===== src/rtl/stopwatch_defs.sv =====
// rtl/stopwatch_defs.sv - shared moduli, output widths and control encoding for the stopwatch
package stopwatch_defs;

  localparam int MSEC_MAX_DEF = 100;
  localparam int SEC_MAX_DEF  = 60;
  localparam int MIN_MAX_DEF  = 60;
  localparam int HOUR_MAX_DEF = 24;

  localparam int MSEC_W = 7;
  localparam int SEC_W  = 6;
  localparam int MIN_W  = 6;
  localparam int HOUR_W = 5;

  // Mode encoding shared with the control FSM that drives i_run/i_clear.
  typedef enum logic [1:0] {
    SW_STOP  = 2'd0,
    SW_RUN   = 2'd1,
    SW_CLEAR = 2'd2
  } sw_mode_e;

endpackage


===== src/rtl/time_counter.sv =====
// rtl/time_counter.sv - one modulo-MAX digit of the stopwatch cascade with combinational carry out
module time_counter #(
  parameter int MAX = 60,
  parameter int W   = 6
) (
  input  logic         clk,
  input  logic         rst,
  input  logic         i_tick,
  input  logic         i_clear,
  output logic [W-1:0] o_cnt,
  output logic         o_carry
);

  logic [W-1:0] r_cnt;
  logic         w_at_max;

  assign w_at_max = (r_cnt == W'(MAX - 1));
  // Carry is combinational so the next digit advances in the same edge.
  assign o_carry  = i_tick && w_at_max;
  assign o_cnt    = r_cnt;

  // Count register: clear wins, otherwise advance and wrap on carry-in.
  always_ff @(posedge clk or negedge rst) begin
    if (!rst) begin
      r_cnt <= '0;
    end else if (i_clear) begin
      r_cnt <= '0;
    end else if (i_tick) begin
      r_cnt <= w_at_max ? '0 : r_cnt + 1'b1;
    end
  end

endmodule


===== src/rtl/stopwatch_dp.sv =====
// rtl/stopwatch_dp.sv - stopwatch datapath: 1/100 s prescaler and cascaded msec/sec/min/hour counters
module stopwatch_dp
  import stopwatch_defs::*;
#(
  parameter int CLK_FREQ_HZ = 100_000_000,
  parameter int TICK_HZ     = 100,
  parameter int MSEC_MAX    = MSEC_MAX_DEF,
  parameter int SEC_MAX     = SEC_MAX_DEF,
  parameter int MIN_MAX     = MIN_MAX_DEF,
  parameter int HOUR_MAX    = HOUR_MAX_DEF
) (
  input  logic              clk,
  input  logic              rst,
  input  logic              i_run,
  input  logic              i_clear,
  output logic [MSEC_W-1:0] o_msec,
  output logic [SEC_W-1:0]  o_sec,
  output logic [MIN_W-1:0]  o_min,
  output logic [HOUR_W-1:0] o_hour,
  output logic              o_tick
);

  localparam int DIV = CLK_FREQ_HZ / TICK_HZ;
  localparam int PW  = $clog2(DIV);

  logic [PW-1:0] r_presc;
  logic          r_tick;
  logic          w_presc_last;
  logic          w_msec_carry;
  logic          w_sec_carry;
  logic          w_min_carry;
  logic          w_hour_carry_unused;

  assign w_presc_last = (r_presc == PW'(DIV - 1));
  assign o_tick       = r_tick;

  // Prescaler holds its partial count while paused so no fraction is lost on resume.
  always_ff @(posedge clk or negedge rst) begin
    if (!rst) begin
      r_presc <= '0;
      r_tick  <= 1'b0;
    end else if (i_clear) begin
      r_presc <= '0;
      r_tick  <= 1'b0;
    end else if (i_run) begin
      r_presc <= w_presc_last ? '0 : r_presc + 1'b1;
      r_tick  <= w_presc_last;
    end else begin
      r_tick  <= 1'b0;
    end
  end

  // Moduli larger than the fixed output widths cannot be represented.
  always_ff @(posedge clk) begin
    assert (DIV >= 2 && MSEC_MAX <= (1 << MSEC_W) && SEC_MAX <= (1 << SEC_W) &&
            MIN_MAX <= (1 << MIN_W) && HOUR_MAX <= (1 << HOUR_W))
      else $error("stopwatch_dp: bad DIV or modulus exceeds output width");
  end

  time_counter #(.MAX(MSEC_MAX), .W(MSEC_W)) u_msec (
    .clk(clk), .rst(rst), .i_tick(r_tick), .i_clear(i_clear),
    .o_cnt(o_msec), .o_carry(w_msec_carry)
  );

  time_counter #(.MAX(SEC_MAX), .W(SEC_W)) u_sec (
    .clk(clk), .rst(rst), .i_tick(w_msec_carry), .i_clear(i_clear),
    .o_cnt(o_sec), .o_carry(w_sec_carry)
  );

  time_counter #(.MAX(MIN_MAX), .W(MIN_W)) u_min (
    .clk(clk), .rst(rst), .i_tick(w_sec_carry), .i_clear(i_clear),
    .o_cnt(o_min), .o_carry(w_min_carry)
  );

  time_counter #(.MAX(HOUR_MAX), .W(HOUR_W)) u_hour (
    .clk(clk), .rst(rst), .i_tick(w_min_carry), .i_clear(i_clear),
    .o_cnt(o_hour), .o_carry(w_hour_carry_unused)
  );

endmodule


===== config.mk =====
export PLATFORM = sky130hd
export DESIGN_NAME = stopwatch_dp
export DESIGN_NICKNAME = d
export VERILOG_FILES = /design/src/rtl/stopwatch_defs.sv /design/src/rtl/time_counter.sv /design/src/rtl/stopwatch_dp.sv
export SDC_FILE = /design/constraint.sdc
export NUM_CORES = 1
export LEC_CHECK = 0
export CORE_MARGIN = 3
export CORE_UTILIZATION = 50
export DETAILED_ROUTE_END_ITERATION = 7
export GPL_TIMING_DRIVEN = 0
export PLACE_DENSITY = 0.85
export REMOVE_ABC_BUFFERS = 1
export SLEW_MARGIN = 5
export SYNTH_ARGS = -nofsm -noshare
export SYNTH_HDL_FRONTEND = slang
export SYNTH_SLANG_ARGS = --single-unit

===== constraint.sdc =====
create_clock -name clk -period 2 [get_ports clk]
set_input_delay 0.4 -clock clk [delete_from_list [all_inputs] [get_ports clk]]
set_output_delay 0.4 -clock clk [all_outputs]
set_load 0.01 [all_outputs]

==> results_dict.tcl <==
set metrics [dict create \
    outcome "completed" \
    synth-edff-count 0 \
    worstSetupPathDepth 6 \
    avgViaCountPerCell 5.967 \
    synth_area_per_cell_sq_um 9.486 \
    fillCellCount 343 \
    placeableCoreArea_sq_um 4534 \
    min_period_over_period_pct 98.38 \
    drt_iter0_markers 165 \
    crit_path_end_kind "flop" \
    ir_worst_vdd_uv 381.9 \
    routabilityCongestion 0.9306 \
    cts_sinks 45 \
    rsz0062_at_grt "yes" \
    max_freq_mhz 508.2 \
    setup_viol 0 \
    fin_skew_ns 0.01059 \
    relSlewSlack_pct 64.95 \
    antenna_found_initial 0 \
    grt_pass1_vias 1980 \
    num_vias 2184 \
    final_util_pct 67.80 \
    power_frac_clock_pct 40.2 \
    maxCapViolCount 0 \
    grtUsageTotal_pct 19.01 \
    hpwl_mm 3.435 \
    power_frac_comb_pct 4.5 \
    initial_core_util_pct 53.97 \
    drv_slew 0 \
    grt_pass1_wl_mm 9.149 \
    grt_max_degree 38 \
    setup_ws_ns 0.03235 \
    power.internal_uw 1302 \
    clk_pin_slew_ns 0.09 \
    slowest_delay_ns 0.50 \
    n_antenna_cell 0 \
    numCtsBuffers 5 \
    h-tree-depth 2 \
    seq_power_share_pct 55.3 \
    synth_area_sq_um 2447 \
    worstSkewPairLatency_ns 0.30 \
    p_leak_uw 0.001286 \
    cts_root_buf "clkbuf_8" \
    finalCriticalPeriod_ns 1.968 \
    worst_pin_slew_ns 0.5209 \
    ant_nets 0 \
    reg2reg_depth 6 \
    synth_cell_types 51 \
    async_flop_share_pct 100.0 \
    critPathBufInv 0 \
    tritoncts "done" \
    dr.pass1.iters 4 \
    syn_inst 258 \
    placementRows 24 \
    synth-main-ff-cell "dfrtp_1" \
    post_drt_wl_per_cell_um 16.07 \
    worstHoldPathType "input port to async pin" \
    mostFrequentLayoutCells "43 x dfrtp_1, 26 x clkdlybuf4s50_1, 25 x nor2_1, 20 x nand2_1, 19 x nand3_1" \
    layout_commonest_cell "dfrtp_1" \
    critical_path.cell_chain "ha_4 > nand2_2 > or3_4 > nand4b_4 > or4b_4 > a21oi_2" \
    path_max_fanout 5 \
    drc 0 \
    power.density_nw_per_um2 541.9 \
    top_level_ports 29 \
    yosys_warnings 0 \
    synth-seq-area-share_pct 46.01 \
    startpoint_type "flop" \
    yosys_register_bits 45 \
    die_w_um 75.96 \
    clock_path_buffers 2 \
    area_growth_pct 25.61 \
    fp.dieH_um 75.96 \
    drive_gt1_share_pct 16.61 \
    multi_input_comb_area_sq_um 1330 \
    hold_viol 0 \
    sw_frac_of_total_pct 21.86 \
    crit_arrival_ns 2.20 \
    dp_slack_ns -1.110 \
    criticalPathCategory "flop to flop" \
    tns_ns 0 \
    wl_mm 5.881 \
    crit_slowest_cell "or4b_4" \
    required_ns 2.23 \
    portBuffers 28 \
    nets 310 \
    grt_overflow 0 \
    regArea_sq_um 1129 \
    p_sw_uw 364.3 \
    path_delay_family "simple AND/OR/NAND/NOR gates" \
    dieArea_sq_um 5770 \
]
## layer usage
metal	share of wire [%]	GRT usage, %	wire [um]
met1	42	24.37	2445
met3	7.1	4.858	417
met2	49	30.59	2891
met5	0	0	0
met4	2.1	8.152	126
## metrics by stage
| stage | cell area, sq um | cells | hold WS (ns) | total power [uW] |
|---|---|---|---|---|
| floorplan | 2391 | 248 | 0.1044 | 962.2 |
| global placement | 2753 | 341 | 0.5277 | 1006 |
| detailed placement | 2768 | 342 | 0.2781 | 1011 |
| CTS | 2963 | 355 | 0.5001 | 1675 |
| global route | 3074 | 366 | 0.5094 | 1727 |
| finish | 3074 | 366 | 0.5006 | 1666 |
## registers in the layout, indices dropped and copies added (netlist names)
signal / flops
o_tick: 1
u_sec.o_cnt: 6
u_hour.o_cnt: 5
u_msec.o_cnt: 7
u_min.o_cnt: 6
r_presc: 20
## worst paths after layout
check	from	slack, ns	end
max	u_min.o_cnt[1]	0.03	u_hour.o_cnt[4]
min	rst	0.50	u_msec.o_cnt[6]
max reg2reg	u_min.o_cnt[1]	0.03	u_hour.o_cnt[4]
min reg2reg	r_presc[0]	0.56	r_presc[0]
max in group asynchronous	rst	1.03	u_hour.o_cnt[1]
min in group clk	i_clear	0.53	u_hour.o_cnt[3]
## cell type report
cell class,count,area share (%)
Tap cell,65,2.646
Sequential cell,45,36.71
Multi-Input combinational cell,200,43.26
Timing Repair Buffer,45,13.51
Clock inverter,2,1.140
Inverter,4,0.4884
Clock buffer,5,2.239
## cell usage after synthesis (all sizes together) (2+ instances only)
cell type / instances / share of area, %
nand2b: 7 / 1.8
buf: 6 / 1.7
or4: 4 / 1.2
nand4b: 2 / 1.3
nand4: 11 / 2.8
xor2: 10 / 3.6
nand3: 19 / 3.9
mux2i: 2 / 0.82
clkbuf: 4 / 0.61
a41o: 2 / 0.87
nor2: 28 / 4.6
nand3b: 3 / 0.92
nor4: 7 / 1.8
xnor2: 10 / 3.6
or4b: 2 / 0.82
ha: 5 / 2.6
a41oi: 2 / 0.72
and2: 3 / 0.82
nand2: 22 / 3.5
o21ai: 10 / 2.0
nor3: 12 / 2.5
or3: 7 / 2.3
dfrtp: 45 / 46
inv: 4 / 0.61
a21oi: 13 / 2.7
a311oi: 2 / 0.72
## power by group through the flow
stage | registers (uW) | logic (uW) | clock network, uW
5_1_grt | 922 | 85.1 | 720
3_3_place_gp | 938 | 67.4 | 0
4_1_cts | 920 | 75.2 | 679
3_5_place_dp | 939 | 72.3 | 0
6_report | 921 | 75.4 | 670
2_1_floorplan | 939 | 23.5 | 0
## what timing repair did
item                                    CTS  global route
gates resized for setup                  14            10
pin swaps                                 1             8
buffers inserted                          4            11
hold buffers                              1             0
endpoints found under the hold margin     8             0
endpoints found under the setup margin   37            18
gates cloned                              1             0
## cell families (layout without fill, tap and decap cells)
family                   count (synthesis)  in the layout  synth area share, %
AO/OA/AOI/OAI                           39             39                10.43
AND/OR/NAND/NOR                        133            134                30.11
multiplexers                             2              2               0.8180
XOR/XNOR                                20             20                7.157
buffers and inverters                   14             56                2.913
flip-flops                              45             45                46.01
adder cells (fa/ha/maj)                  5              5                2.556
No activity file was read; power rests on OpenSTA's default activity.
